$ cat config.mk
export PLATFORM = sky130hd
export DESIGN_NAME = jtag_tap_target
export DESIGN_NICKNAME = d
export VERILOG_FILES = /design/src/rtl/jtag_tap_target_pkg.sv /design/src/rtl/jtag_tap_fsm.sv /design/src/rtl/jtag_tap_target.sv
export SDC_FILE = /design/constraint.sdc
export NUM_CORES = 1
export LEC_CHECK = 0
export CORE_ASPECT_RATIO = 1.25
export CORE_MARGIN = 4
export CORE_UTILIZATION = 50
export DETAILED_ROUTE_END_ITERATION = 6
export PLACE_DENSITY = 0.9
export SLEW_MARGIN = 20
export SYNTH_ARGS = -nofsm -noshare
export SYNTH_HDL_FRONTEND = slang
export SYNTH_HIERARCHICAL = 1
export SYNTH_SLANG_ARGS = --single-unit
$ cat constraint.sdc
create_clock -name clk -period 2.87 [get_ports clk]
set_input_delay 0.861 -clock clk [delete_from_list [all_inputs] [get_ports clk]]
set_output_delay 0.861 -clock clk [all_outputs]
set_load 0.05 [all_outputs]
$ cat src/rtl/jtag_tap_target_pkg.sv
// Shared types and constants for the target-side JTAG TAP: state encodings,
// opcodes and the data-register select decode.
package jtag_tap_target_pkg;

    localparam int unsigned TAP_STATE_WIDTH = 4;
    localparam int unsigned OPCODE_WIDTH    = 8;

    localparam int unsigned OP_BYPASS      = 0;
    localparam int unsigned OP_TEST_VECTOR = 1;
    localparam int unsigned OP_IDCODE      = 2;

    // IEEE 1149.1 state encodings as seen on tapState
    typedef enum logic [TAP_STATE_WIDTH-1:0] {
        ST_EXIT2_DR         = 4'h0,
        ST_EXIT1_DR         = 4'h1,
        ST_SHIFT_DR         = 4'h2,
        ST_PAUSE_DR         = 4'h3,
        ST_SELECT_IR        = 4'h4,
        ST_UPDATE_DR        = 4'h5,
        ST_CAPTURE_DR       = 4'h6,
        ST_SELECT_DR        = 4'h7,
        ST_EXIT2_IR         = 4'h8,
        ST_EXIT1_IR         = 4'h9,
        ST_SHIFT_IR         = 4'hA,
        ST_PAUSE_IR         = 4'hB,
        ST_RUN_TEST_IDLE    = 4'hC,
        ST_UPDATE_IR        = 4'hD,
        ST_CAPTURE_IR       = 4'hE,
        ST_TEST_LOGIC_RESET = 4'hF
    } jtag_tap_state_e;

    // Which data register sits between tdi and tdo
    typedef enum logic [1:0] {
        DR_SEL_BYPASS = 2'd0,
        DR_SEL_TVR    = 2'd1,
        DR_SEL_IDCODE = 2'd2
    } dr_sel_e;

    // Opcode to data-register decode; unknown opcodes fall back to bypass
    function automatic dr_sel_e decode_instr(input logic [OPCODE_WIDTH-1:0] opcode,
                                             input logic idcode_en);
        dr_sel_e sel;
        sel = DR_SEL_BYPASS;
        if (opcode == OPCODE_WIDTH'(OP_TEST_VECTOR)) begin
            sel = DR_SEL_TVR;
        end else if (idcode_en && (opcode == OPCODE_WIDTH'(OP_IDCODE))) begin
            sel = DR_SEL_IDCODE;
        end
        return sel;
    endfunction

endpackage

$ cat src/rtl/jtag_tap_fsm.sv
// 16-state TAP controller: state register plus tms-driven next-state logic.
module jtag_tap_fsm
    import jtag_tap_target_pkg::*;
(
    input  logic                       clk,
    input  logic                       reset,
    input  logic                       tms,
    output logic [TAP_STATE_WIDTH-1:0] tap_state,
    output logic [TAP_STATE_WIDTH-1:0] next_state_c
);

    jtag_tap_state_e state_q;
    jtag_tap_state_e state_d;

    // State register, reset parks the controller in Test-Logic-Reset
    always_ff @(posedge clk or negedge reset) begin
        if (!reset) begin
            state_q <= ST_TEST_LOGIC_RESET;
        end else begin
            state_q <= state_d;
        end
    end

    // Standard 1149.1 transition graph on sampled tms
    always_comb begin
        state_d = state_q;
        case (state_q)
            ST_TEST_LOGIC_RESET: state_d = tms ? ST_TEST_LOGIC_RESET : ST_RUN_TEST_IDLE;
            ST_RUN_TEST_IDLE:    state_d = tms ? ST_SELECT_DR        : ST_RUN_TEST_IDLE;
            ST_SELECT_DR:        state_d = tms ? ST_SELECT_IR        : ST_CAPTURE_DR;
            ST_CAPTURE_DR:       state_d = tms ? ST_EXIT1_DR         : ST_SHIFT_DR;
            ST_SHIFT_DR:         state_d = tms ? ST_EXIT1_DR         : ST_SHIFT_DR;
            ST_EXIT1_DR:         state_d = tms ? ST_UPDATE_DR        : ST_PAUSE_DR;
            ST_PAUSE_DR:         state_d = tms ? ST_EXIT2_DR         : ST_PAUSE_DR;
            ST_EXIT2_DR:         state_d = tms ? ST_UPDATE_DR        : ST_SHIFT_DR;
            ST_UPDATE_DR:        state_d = tms ? ST_SELECT_DR        : ST_RUN_TEST_IDLE;
            ST_SELECT_IR:        state_d = tms ? ST_TEST_LOGIC_RESET : ST_CAPTURE_IR;
            ST_CAPTURE_IR:       state_d = tms ? ST_EXIT1_IR         : ST_SHIFT_IR;
            ST_SHIFT_IR:         state_d = tms ? ST_EXIT1_IR         : ST_SHIFT_IR;
            ST_EXIT1_IR:         state_d = tms ? ST_UPDATE_IR        : ST_PAUSE_IR;
            ST_PAUSE_IR:         state_d = tms ? ST_EXIT2_IR         : ST_PAUSE_IR;
            ST_EXIT2_IR:         state_d = tms ? ST_UPDATE_IR        : ST_SHIFT_IR;
            ST_UPDATE_IR:        state_d = tms ? ST_SELECT_DR        : ST_RUN_TEST_IDLE;
            default:             state_d = ST_TEST_LOGIC_RESET;
        endcase
    end

    assign tap_state    = state_q;
    assign next_state_c = state_d;

endmodule

$ cat src/rtl/jtag_tap_target.sv
// Target-side JTAG TAP: controller, instruction register, bypass bit and a
// test-vector data register feeding DUT-side logic.
// Optional feature: define JTAG_TAP_IDCODE_EN to make opcode 2 select a 32-bit
// IDCODE register loaded with IDCODE_VALUE; otherwise opcode 2 is bypass.
module jtag_tap_target
    import jtag_tap_target_pkg::*;
#(
    parameter int unsigned INSTR_WIDTH  = 5,
    parameter int unsigned DATA_WIDTH   = 32,
    parameter logic [31:0] IDCODE_VALUE = 32'h1000_0001
) (
    input  logic                       clk,
    input  logic                       reset,
    input  logic                       tms,
    input  logic                       tdi,
    output logic                       tdo,
    output logic                       tdoEn,
    output logic [TAP_STATE_WIDTH-1:0] tapState,
    output logic [INSTR_WIDTH-1:0]     instrReg,
    output logic                       instrValid,
    input  logic [DATA_WIDTH-1:0]      dataIn,
    output logic [DATA_WIDTH-1:0]      dataOut,
    output logic                       dataValid
);

`ifdef JTAG_TAP_IDCODE_EN
    localparam logic        IDCODE_EN    = 1'b1;
    localparam int unsigned IDCODE_WIDTH = 32;
    logic [IDCODE_WIDTH-1:0] idcode_shift;
`else
    localparam logic IDCODE_EN = 1'b0;
    logic unused_idcode;
    assign unused_idcode = ^IDCODE_VALUE;
`endif

    logic [TAP_STATE_WIDTH-1:0] tap_state;
    logic [TAP_STATE_WIDTH-1:0] tap_next_c;
    logic [INSTR_WIDTH-1:0]     ir_shift;
    logic [DATA_WIDTH-1:0]      tvr_shift;
    logic                       bypass_reg;
    dr_sel_e                    dr_sel;

    jtag_tap_fsm u_fsm (
        .clk          (clk),
        .reset        (reset),
        .tms          (tms),
        .tap_state    (tap_state),
        .next_state_c (tap_next_c)
    );

    assign tapState = tap_state;
    assign dr_sel   = decode_instr(OPCODE_WIDTH'(instrReg), IDCODE_EN);

    // IR shift register: capture pattern 0..01, then shift right from tdi
    always_ff @(posedge clk or negedge reset) begin
        if (!reset) begin
            ir_shift <= '0;
        end else begin
            case (tap_state)
                ST_CAPTURE_IR: ir_shift <= INSTR_WIDTH'(2'b01);
                ST_SHIFT_IR:   ir_shift <= {tdi, ir_shift[INSTR_WIDTH-1:1]};
                default:       ir_shift <= ir_shift;
            endcase
        end
    end

    // Active instruction: cleared on the way into Test-Logic-Reset, loaded at Update-IR
    always_ff @(posedge clk or negedge reset) begin
        if (!reset) begin
            instrReg   <= INSTR_WIDTH'(OP_BYPASS);
            instrValid <= 1'b0;
        end else begin
            instrValid <= 1'b0;
            if (tap_next_c == ST_TEST_LOGIC_RESET) begin
                instrReg <= INSTR_WIDTH'(OP_BYPASS);
            end else if (tap_state == ST_UPDATE_IR) begin
                instrReg   <= ir_shift;
                instrValid <= 1'b1;
            end
        end
    end

    // TVR capture/shift, only touched while it is the selected data register
    always_ff @(posedge clk or negedge reset) begin
        if (!reset) begin
            tvr_shift <= '0;
        end else if (dr_sel == DR_SEL_TVR) begin
            if (tap_state == ST_CAPTURE_DR) begin
                tvr_shift <= dataIn;
            end else if (tap_state == ST_SHIFT_DR) begin
                tvr_shift <= {tdi, tvr_shift[DATA_WIDTH-1:1]};
            end
        end
    end

    // Bypass bit: captures 0, then gives a one-clock tdi-to-tdo delay
    always_ff @(posedge clk or negedge reset) begin
        if (!reset) begin
            bypass_reg <= 1'b0;
        end else if (dr_sel == DR_SEL_BYPASS) begin
            if (tap_state == ST_CAPTURE_DR) begin
                bypass_reg <= 1'b0;
            end else if (tap_state == ST_SHIFT_DR) begin
                bypass_reg <= tdi;
            end
        end
    end

`ifdef JTAG_TAP_IDCODE_EN
    // IDCODE capture/shift; read-only so nothing is committed at Update-DR
    always_ff @(posedge clk or negedge reset) begin
        if (!reset) begin
            idcode_shift <= '0;
        end else if (dr_sel == DR_SEL_IDCODE) begin
            if (tap_state == ST_CAPTURE_DR) begin
                idcode_shift <= IDCODE_VALUE;
            end else if (tap_state == ST_SHIFT_DR) begin
                idcode_shift <= {tdi, idcode_shift[IDCODE_WIDTH-1:1]};
            end
        end
    end
`endif

    // Commit the shifted test vector to the DUT side at Update-DR
    always_ff @(posedge clk or negedge reset) begin
        if (!reset) begin
            dataOut   <= '0;
            dataValid <= 1'b0;
        end else begin
            dataValid <= 1'b0;
            if ((tap_state == ST_UPDATE_DR) && (dr_sel == DR_SEL_TVR)) begin
                dataOut   <= tvr_shift;
                dataValid <= 1'b1;
            end
        end
    end

    // tdo mux: LSB of the active shift register, quiet outside shift states
    always_comb begin
        tdo   = 1'b0;
        tdoEn = 1'b0;
        case (tap_state)
            ST_SHIFT_IR: begin
                tdoEn = 1'b1;
                tdo   = ir_shift[0];
            end
            ST_SHIFT_DR: begin
                tdoEn = 1'b1;
                case (dr_sel)
                    DR_SEL_TVR:    tdo = tvr_shift[0];
`ifdef JTAG_TAP_IDCODE_EN
                    DR_SEL_IDCODE: tdo = idcode_shift[0];
`endif
                    default:       tdo = bypass_reg;
                endcase
            end
            default: begin
                tdo   = 1'b0;
                tdoEn = 1'b0;
            end
        endcase
    end

endmodule

==> results.json, run 1 <==
{
  "n_fill_cell": 493,
  "synth_common_cells": "95 x mux2_2, 77 x dfrtp_1, 10 x nand2_1",
  "ys_seq_area_share_pct": 56.9,
  "hold_depth": 1,
  "setup_viol": 0,
  "clock.fmax_mhz": 353,
  "drc_errors": 0,
  "end_kind": "output port",
  "die_w_microns": 83.6,
  "clockBufferDepth": 2,
  "fin_ws_ns": 0.0387,
  "reg_top3": "dataOut x32, tvr_shift x32",
  "hpwl_microns": 5040,
  "hold_end": "dataOut[27]$_DFFE_PN0P_",
  "gp_congestion": 0.801,
  "finalHoldViolCount": 0,
  "drt_iter0_markers": 78,
  "grt_max_degree": 56,
  "num_vias": 2283,
  "rsz0062_at_grt": "true",
  "final.min_clock_period_ns": 2.83,
  "gr-usage-met3_pct": 3.20,
  "synth_cell_types": 29,
  "initial_core_util_pct": 51.2,
  "drtPass1Iterations": 6,
  "dpl_worst_slack_ns": 0.233,
  "antenna_cells": 0,
  "synth-seq-cells": 81,
  "port_buffers": 80,
  "worst_ep_arrival_time_ns": 1.97,
  "synth_area_per_cell_sq_um": 14.4,
  "startpoint_type": "flop",
  "clock-sinks": 81,
  "synth_top_area_cell": "dfrtp_1",
  "reg2reg_slack_ns": 0.54,
  "crit_type": "reg -> out",
  "tns_ns": 0,
  "top_usage_layer": "met2",
  "irDropWorstVdd_v": 0.000645,
  "drv_slew": 0,
  "critical_path.startpoint": "instrReg[3]$_DFFE_PN0P_",
  "io-pin-count": 81,
  "synthCells": 248,
  "die_y_microns": 103,
  "grt_util_all_layers_pct": 17.8,
  "root_buffer": "clkbuf_8",
  "reg2reg_depth": 6,
  "wl_per_cell_microns": 17.1,
  "grt_pass1_vias": 2419,
  "drv_cap": 0,
  "leakage_nw": 2.22,
  "drive_above_1_share_pct": 39.9,
  "synth_top_area_share_pct": 53.9,
  "timing.rr.start": "instrReg[3]$_DFFE_PN0P_",
  "synth_ff_type": "dfrtp_1",
  "tightest_slew_ns": 0.680,
  "status": "finished, final reports clean",
  "asyncSetResetFlopFracSynth_pct": 100,
  "synth.cell_area_sq_mm": 0.00357,
  "numCtsBuffers": 9,
  "synth_edf_count": 0,
  "reg2reg_to": "tvr_shift[6]$_DFFE_PN0P_",
  "grt_pass1_wl_microns": 11900,
  "yosysWarningCount": 6,
  "ant_nets": 0,
  "netlist_top_cells_area": "dfrtp_1 54%, mux2_2 30%, dfstp_2 2.9%, mux2i_1 1.7%, o21ai_0 1.1%",
  "core_sq_mm": 0.00698,
  "relSlewSlack_pct": 54.7,
  "cts.clk_slew.worst_paths_ns": 0.08,
  "htreeDepth": 3,
  "dieArea_sq_mm": 0.00857,
  "clock_latency_ns": 0.34,
  "cts_hold_buffers": 0,
  "holdCritPathClass": "reg -> reg",
  "timing.final.crit_share_pct": 98.7,
  "crit_fanout": 2,
  "use_met2_pct": 31.4,
  "critPathRequiredTime_ns": 2.01,
  "rows": 34,
  "powerDensity_mw_per_mm2": 990,
  "whs_ns": 0.509,
  "drt_wl_total_microns": 7380,
  "yosys.cell_count.top_type": "mux2_2",
  "fin_util_pct": 68.8,
  "overflow": 0,
  "syn2layout_area_growth_pct": 34.4,
  "tritoncts": "done",
  "hp-start": "dataOut[27]$_DFFE_PN0P_",
  "viasPerCell": 5.30,
  "skew_ns": 0.0118,
  "use_met1_pct": 21.0,
  "synthesis.nets": 284,
  "final_nets": 372,
  "antenna_found_initial": 0
}
[cell type report]
type / instances / area (sq um) / share of cell area [%]
flip-flops and latches: 81 / 2030 / 42.3
multi-input cells: 153 / 1500 / 31.2
repair buffers: 90 / 902 / 18.8
clock buffers: 10 / 138 / 2.87
clock inverters: 6 / 115 / 2.40
well taps: 90 / 113 / 2.35
inverters: 1 / 3.75 / 0.0782
[cell usage in the layout (no fill, tap or decap), types with 2 or more instances in the layout]
master,instances
nand3b_1,3
clkdlybuf4s50_1,76
nand2b_1,5
buf_12,2
clkinv_4,2
mux2_2,95
clkbuf_8,10
mux2i_1,6
bufinv_16,3
o21a_1,2
nand2_1,10
dfstp_2,4
nor3b_4,3
o21ai_0,8
buf_4,10
dfrtp_1,77
nor2_1,9
[power by group]
part           internal (W)  total (W)  leakage (nW)  switching (W)
Sequential          0.00149    0.00182          1.09       0.000331
Clock              0.000605    0.00101         0.123       0.000410
Combinational      0.000906    0.00191          1.00        0.00101
[cell families (layout without fill, tap and decap cells)]
logic type	after synthesis	after routing	share of synthesized area [%]
compound gates	14	14	2.49
simple gates	38	38	6.55
mux	101	101	31.6
flops	81	81	56.9
buf+inv	14	107	2.45
[through the flow]
stage	power (W)	instance area, sq um	cells
floorplan	0.00307	3580	248
CTS	0.00478	4790	430
finish	0.00475	4800	431
global placement	0.00361	4480	411
detailed placement	0.00369	4480	411
global route	0.00499	4800	431
[per-layer routing]
| layer | up-vias | wire length (microns) | part of all wire, % |
|---|---|---|---|
| met1 | 1138 | 3020 | 41 |
| met5 | - | 0 | 0 |
| li1 | 1071 | - | - |
| met4 | 0 | 176 | 2.4 |
| met2 | 60 | 3870 | 52 |
| met3 | 14 | 313 | 4.2 |
[worst max-delay path, cell delays in order (launching register included)]
cell and delay (ns):
dfrtp_1 0.39, or4b_4 0.56, o21a_1 0.21, o311a_4 0.33, buf_8 0.15
[worst max path at each step]
stage | depth (start not counted) | slack [ns] | to
global placement | 4 | 0.34 | tdo
finish | 4 | 0.04 | tdo
detailed placement | 5 | 0.23 | tdo
CTS | 4 | 0.006 | tdo
global route | 4 | -0.004 | tdo
floorplan | 4 | 0.04 | tdo
[repair_timing]
action,in CTS,in global routing
endpoints found under the setup margin,1,1
buffers inserted,3,1
gates resized for setup,7,0
pin swaps,3,0
Note: power is estimated with default switching activity, not from simulation.
==> run 2, diff against run 1 <==
Settings changed: CORE_UTILIZATION 50 to 62, DONT_BUFFER_PORTS from default to 1, PLACE_DENSITY 0.9 to 0.88.
==> run 2 against run 1 <==
Against the previous run:
- critical path depth down 1
- maximum frequency rose by 1.0%
- wire length shrank 17%
- die area decreased by 18%
- worst hold slack worse by 0.29 ns
- total power is 16% lower
- count of clock-buffer cells in the layout up 1
- sequential cell count is the same
- non-clock buffer count fell by 77
- largest power group is now registers
==> results.json, run 2 (synthesized netlist as in run 1, its figures left out) <==
{
  "drv_cap": 0,
  "port_buffers": 0,
  "sw_frac_of_total_pct": 39.6,
  "clock_latency_ns": 0.33,
  "initial_core_util_pct": 64.7,
  "drive_above_1_share_pct": 49.8,
  "seqPwrFrac_pct": 54.8,
  "status": "finished, final reports clean",
  "leakage_nw": 1.89,
  "final_cell_mix": "95 x mux2_2, 77 x dfrtp_1, 13 x buf_4",
  "p_sw_w": 0.00159,
  "die_w_microns": 75.9,
  "reg_top3": "dataOut x32, tvr_shift x32",
  "hpwl_microns": 4330,
  "fin_ws_ns": 0.0680,
  "critPathRequiredTime_ns": 2.01,
  "finalHoldViolCount": 0,
  "htreeDepth": 3,
  "dpl_worst_slack_ns": 0.377,
  "clock.fmax_mhz": 357,
  "drt_wl_total_microns": 6130,
  "drt_iter0_markers": 73,
  "drv_slew": 0,
  "gp_congestion": 0.759,
  "startpoint_type": "flop",
  "drtPass1Iterations": 5,
  "tightest_slew_ns": 0.502,
  "syn2layout_area_growth_pct": 7.95,
  "wl_per_cell_microns": 18.7,
  "irDropWorstVdd_v": 0.000574,
  "mostFrequentLayoutCell": "mux2_2",
  "pwr-share-clk_pct": 17.1,
  "final.min_clock_period_ns": 2.80,
  "antenna_found_initial": 0,
  "cts_hold_buffers": 0,
  "timing.rr.start": "instrReg[1]$_DFFE_PN0P_",
  "overflow": 0,
  "antenna_cells": 0,
  "holdCritPathClass": "in -> async",
  "p_comb_share_pct": 28.0,
  "clock-sinks": 81,
  "rows": 30,
  "whs_ns": 0.219,
  "grt_util_all_layers_pct": 19.2,
  "rsz0062_at_grt": "false",
  "end_kind": "output port",
  "grt_max_degree": 82,
  "dieArea_sq_mm": 0.00705,
  "tns_ns": 0,
  "num_vias": 1943,
  "crit_type": "reg -> out",
  "post-cts-setup-buffers": 0,
  "grt_pass1_vias": 2136,
  "clockBufferDepth": 2,
  "io-pin-count": 81,
  "fin_cells": 327,
  "critical_path.startpoint": "instrReg[1]$_DFFE_PN0P_",
  "relSlewSlack_pct": 66.5,
  "ant_nets": 0,
  "grt_pass1_wl_microns": 10200,
  "root_buffer": "clkbuf_8",
  "drc_errors": 0,
  "cts.clk_slew.worst_paths_ns": 0.07,
  "skew_ns": 0.00763,
  "p_int_w": 0.00242,
  "core_sq_mm": 0.00552,
  "tritoncts": "done",
  "final_nets": 295,
  "worst_ep_arrival_time_ns": 1.94,
  "dp.cells": 312,
  "setup_viol": 0,
  "numCtsBuffers": 9,
  "timing.final.crit_share_pct": 97.6,
  "viasPerCell": 5.94,
  "crit_fanout": 3,
  "n_fill_cell": 380,
  "powerDensity_mw_per_mm2": 1040,
  "die_y_microns": 92.9
}
## run 2: per-stage QoR
step                      utilization, %  cell area [sq um]  total power, W
final                               69.9               3860         0.00401
after global routing                69.9               3860         0.00427
after CTS                           69.7               3850         0.00405
after detailed placement            66.8               3680         0.00336
after global placement              66.8               3680         0.00331
after floorplan                        -               3580         0.00307
## run 2: cell type report
type | instances | area (sq um) | area share (%)
repair buffers | 13 | 97.6 | 2.53
inverters | 1 | 3.75 | 0.0973
multi-input cells | 153 | 1480 | 38.4
well taps | 64 | 80.1 | 2.08
clock inverters | 4 | 20.0 | 0.519
flip-flops and latches | 81 | 2030 | 52.7
clock buffers | 11 | 141 | 3.67
## run 2: power by group through the flow
stage	Clock (W)	Combinational [W]	Sequential, W
CTS	0.000715	0.00113	0.00220
floorplan	0	0.000853	0.00222
global route	0.000776	0.00124	0.00226
global placement	0	0.00110	0.00221
detailed placement	0	0.00113	0.00223
finish	0.000687	0.00112	0.00220
## run 2: final timing paths
path	endpoint	slack, ns	depth (start not counted)
max in group asynchronous	u_fsm/tap_state[2]$_DFF_PN1_	2.48	0
hold reg to reg	dataOut[12]$_DFFE_PN0P_	0.52	1
setup / recovery	tdo	0.07	3
setup reg to reg	dataOut[22]$_DFFE_PN0P_	0.69	5
hold / removal	tvr_shift[29]$_DFFE_PN0P_	0.22	0
min in group clk	dataOut[12]$_DFFE_PN0P_	0.52	1
## run 2: timing repair
action,4_1_cts,5_1_grt
endpoints found under the hold margin,0,0
resized for setup,0,1
setup endpoints to repair,0,1
## run 2: critical path: stages (launching register included)
cell and delay [ns]:
dfrtp_1 0.38, or4b_1 0.58, o21a_1 0.21, o311a_4 0.44
## run 2: layer usage
layer	up-vias	GRT usage (%)	part of all wire (%)
met5	-	0	0
met4	0	6.12	0.93
met3	4	8.90	8.3
met2	50	30.8	52
met1	980	22.5	39
li1	909	-	-
==> run 3, diff against run 2 <==
Settings changed: PLACE_DENSITY 0.88 to 0.8, SETUP_SLACK_MARGIN from default to 0.02.
==> run 3 against run 2 <==
Against the previous run:
- sequential cell count is the same
- sequential share of layout area decreased by 1.3 points
- sequential power barely moved
- global-route usage grew 0.37 points
- highest routed layer unchanged
==> results.json, run 3 (synthesized netlist as in run 1, its figures left out) <==
{
  "gr-usage-met3_pct": 7.38,
  "critPathRequiredTime_ns": 2.01,
  "use_met1_pct": 23.0,
  "crit_fanout": 4,
  "irDropWorstVdd_v": 0.000544,
  "final_nets": 294,
  "grt_pass1_vias": 2165,
  "antenna_cells": 0,
  "clock.fmax_mhz": 360,
  "viasPerCell": 5.93,
  "timing.final.crit_share_pct": 96.7,
  "gp_congestion": 0.773,
  "die_y_microns": 92.9,
  "powerDensity_mw_per_mm2": 1110,
  "clock-sinks": 81,
  "dieArea_sq_mm": 0.00705,
  "syn2layout_area_growth_pct": 10.7,
  "cts_hold_buffers": 0,
  "startpoint_type": "flop",
  "skew_ns": 0.0135,
  "initial_core_util_pct": 64.7,
  "rsz0062_at_grt": "false",
  "crit_path_max_incr_delay_ns": 0.55,
  "grt_max_degree": 82,
  "grt_util_all_layers_pct": 19.6,
  "drtPass1Iterations": 4,
  "num_vias": 1939,
  "drv_slew": 0,
  "io-pin-count": 81,
  "drc_errors": 0,
  "mostFrequentLayoutCell": "mux2_2",
  "root_buffer": "clkbuf_8",
  "cp_slowest_cell": "or4b_4",
  "clock_latency_ns": 0.35,
  "drv_cap": 0,
  "cts.clk_slew.worst_paths_ns": 0.08,
  "drt_iter0_markers": 72,
  "use_met2_pct": 31.6,
  "setup_viol": 0,
  "htreeDepth": 3,
  "path_buf_inv": 1,
  "antenna_found_initial": 0,
  "wl_per_cell_microns": 19.3,
  "ant_nets": 0,
  "reg_top3": "dataOut x32, tvr_shift x32",
  "leakage_nw": 1.92,
  "drt_wl_total_microns": 6310,
  "worst_ep_arrival_time_ns": 1.91,
  "post-cts-setup-buffers": 0,
  "final_cell_mix": "95 x mux2_2, 77 x dfrtp_1, 12 x buf_4",
  "clockBufferDepth": 2,
  "holdCritPathClass": "in -> async",
  "top_usage_layer": "met2",
  "port_buffers": 0,
  "die_w_microns": 75.9,
  "tightest_slew_ns": 0.510,
  "numCtsBuffers": 9,
  "finalHoldViolCount": 0,
  "tns_ns": 0,
  "cp_top_family": "simple AND/OR/NAND/NOR gates",
  "hpwl_microns": 4180,
  "grt_pass1_wl_microns": 10400,
  "end_kind": "output port",
  "fin_util_pct": 71.7,
  "crit_type": "reg -> out",
  "overflow": 0,
  "final.min_clock_period_ns": 2.78,
  "total_power_w": 0.00439,
  "relSlewSlack_pct": 66.0,
  "rows": 30,
  "status": "finished, final reports clean",
  "core_sq_mm": 0.00552,
  "tritoncts": "done",
  "drive_above_1_share_pct": 50.2,
  "worstPathCellList": "or4b_4, buf_4, nor3b_2, o311a_4"
}
==> run 3: changes by cell type in the layout (fill, tap and decap cells not counted) <==
cell / delta
nor3b_2: +1
clkinv_2: -4
clkinvlp_4: +1
bufinv_16: +4
clkbuf_8: -1
nor3b_1: -1
or4b_4: +1
or4b_1: -1
buf_4: -1
clkbuf_1: +1
==> run 3: worst register-to-register path, cell delays in order, from the launching register on <==
cell     delay, ns
dfstp_2       0.80
nor3b_1       0.31
nor3b_4       0.22
buf_4         0.40
mux2_2        0.40
==> run 3: path summary, 6_finish.rpt <==
kind	startpoint	end	slack [ns]	cells after the start
hold reg to reg	ir_shift[3]$_DFFE_PN0P_	ir_shift[3]$_DFFE_PN0P_	0.51	2
max in group asynchronous	reset	u_fsm/tap_state[0]$_DFF_PN1_	2.45	0
min in group clk	ir_shift[3]$_DFFE_PN0P_	ir_shift[3]$_DFFE_PN0P_	0.51	2
hold / removal	reset	dataOut[27]$_DFFE_PN0P_	0.20	0
setup reg to reg	u_fsm/tap_state[1]$_DFF_PN1_	tvr_shift[1]$_DFFE_PN0P_	0.63	4
setup / recovery	instrReg[1]$_DFFE_PN0P_	tdo	0.09	4
==> run 3: final cells by class <==
class                   instances  area (sq um)
inverters                       1          3.75
flip-flops and latches         81          2030
clock buffers                  11           131
multi-input cells             153          1490
repair buffers                 12          90.1
well taps                      64          80.1
fillers                       369          1560
clock inverters                 5           128
==> run 3: where the power goes <==
| group | internal (W) | total (W) | switching (W) | leakage, nW |
|---|---|---|---|---|
| combinational | 0.000614 | 0.00112 | 0.000509 | 0.706 |
| clock | 0.000667 | 0.00106 | 0.000390 | 0.124 |
| sequential | 0.00149 | 0.00221 | 0.000727 | 1.09 |
| total | 0.00277 | 0.00439 | 0.00163 | 1.92 |
==> run 3: per-stage QoR <==
stage | std cells | hold WS [ns] | cell area [sq um] | setup slack (ns)
2_1_floorplan | 248 | 0.462 | 3580 | 0.0426
3_3_place_gp | 311 | 0.490 | 3680 | 0.388
3_5_place_dp | 311 | 0.498 | 3680 | 0.375
4_1_cts | 327 | 0.179 | 3950 | 0.0222
5_1_grt | 327 | 0.164 | 3960 | 0.0162
6_report | 327 | 0.201 | 3960 | 0.0947
==> run 3: per-layer routing <==
metal  routed length (microns)  part of all wire [%]
met5                         0                     0
met4                        64                   1.0
met3                       468                   7.4
met2                      3250                    51
met1                      2530                    40
==> run 3: what timing repair did <==
item,CTS,global route
resized for setup,2,1
pin swaps,1,2
setup endpoints to repair,1,1
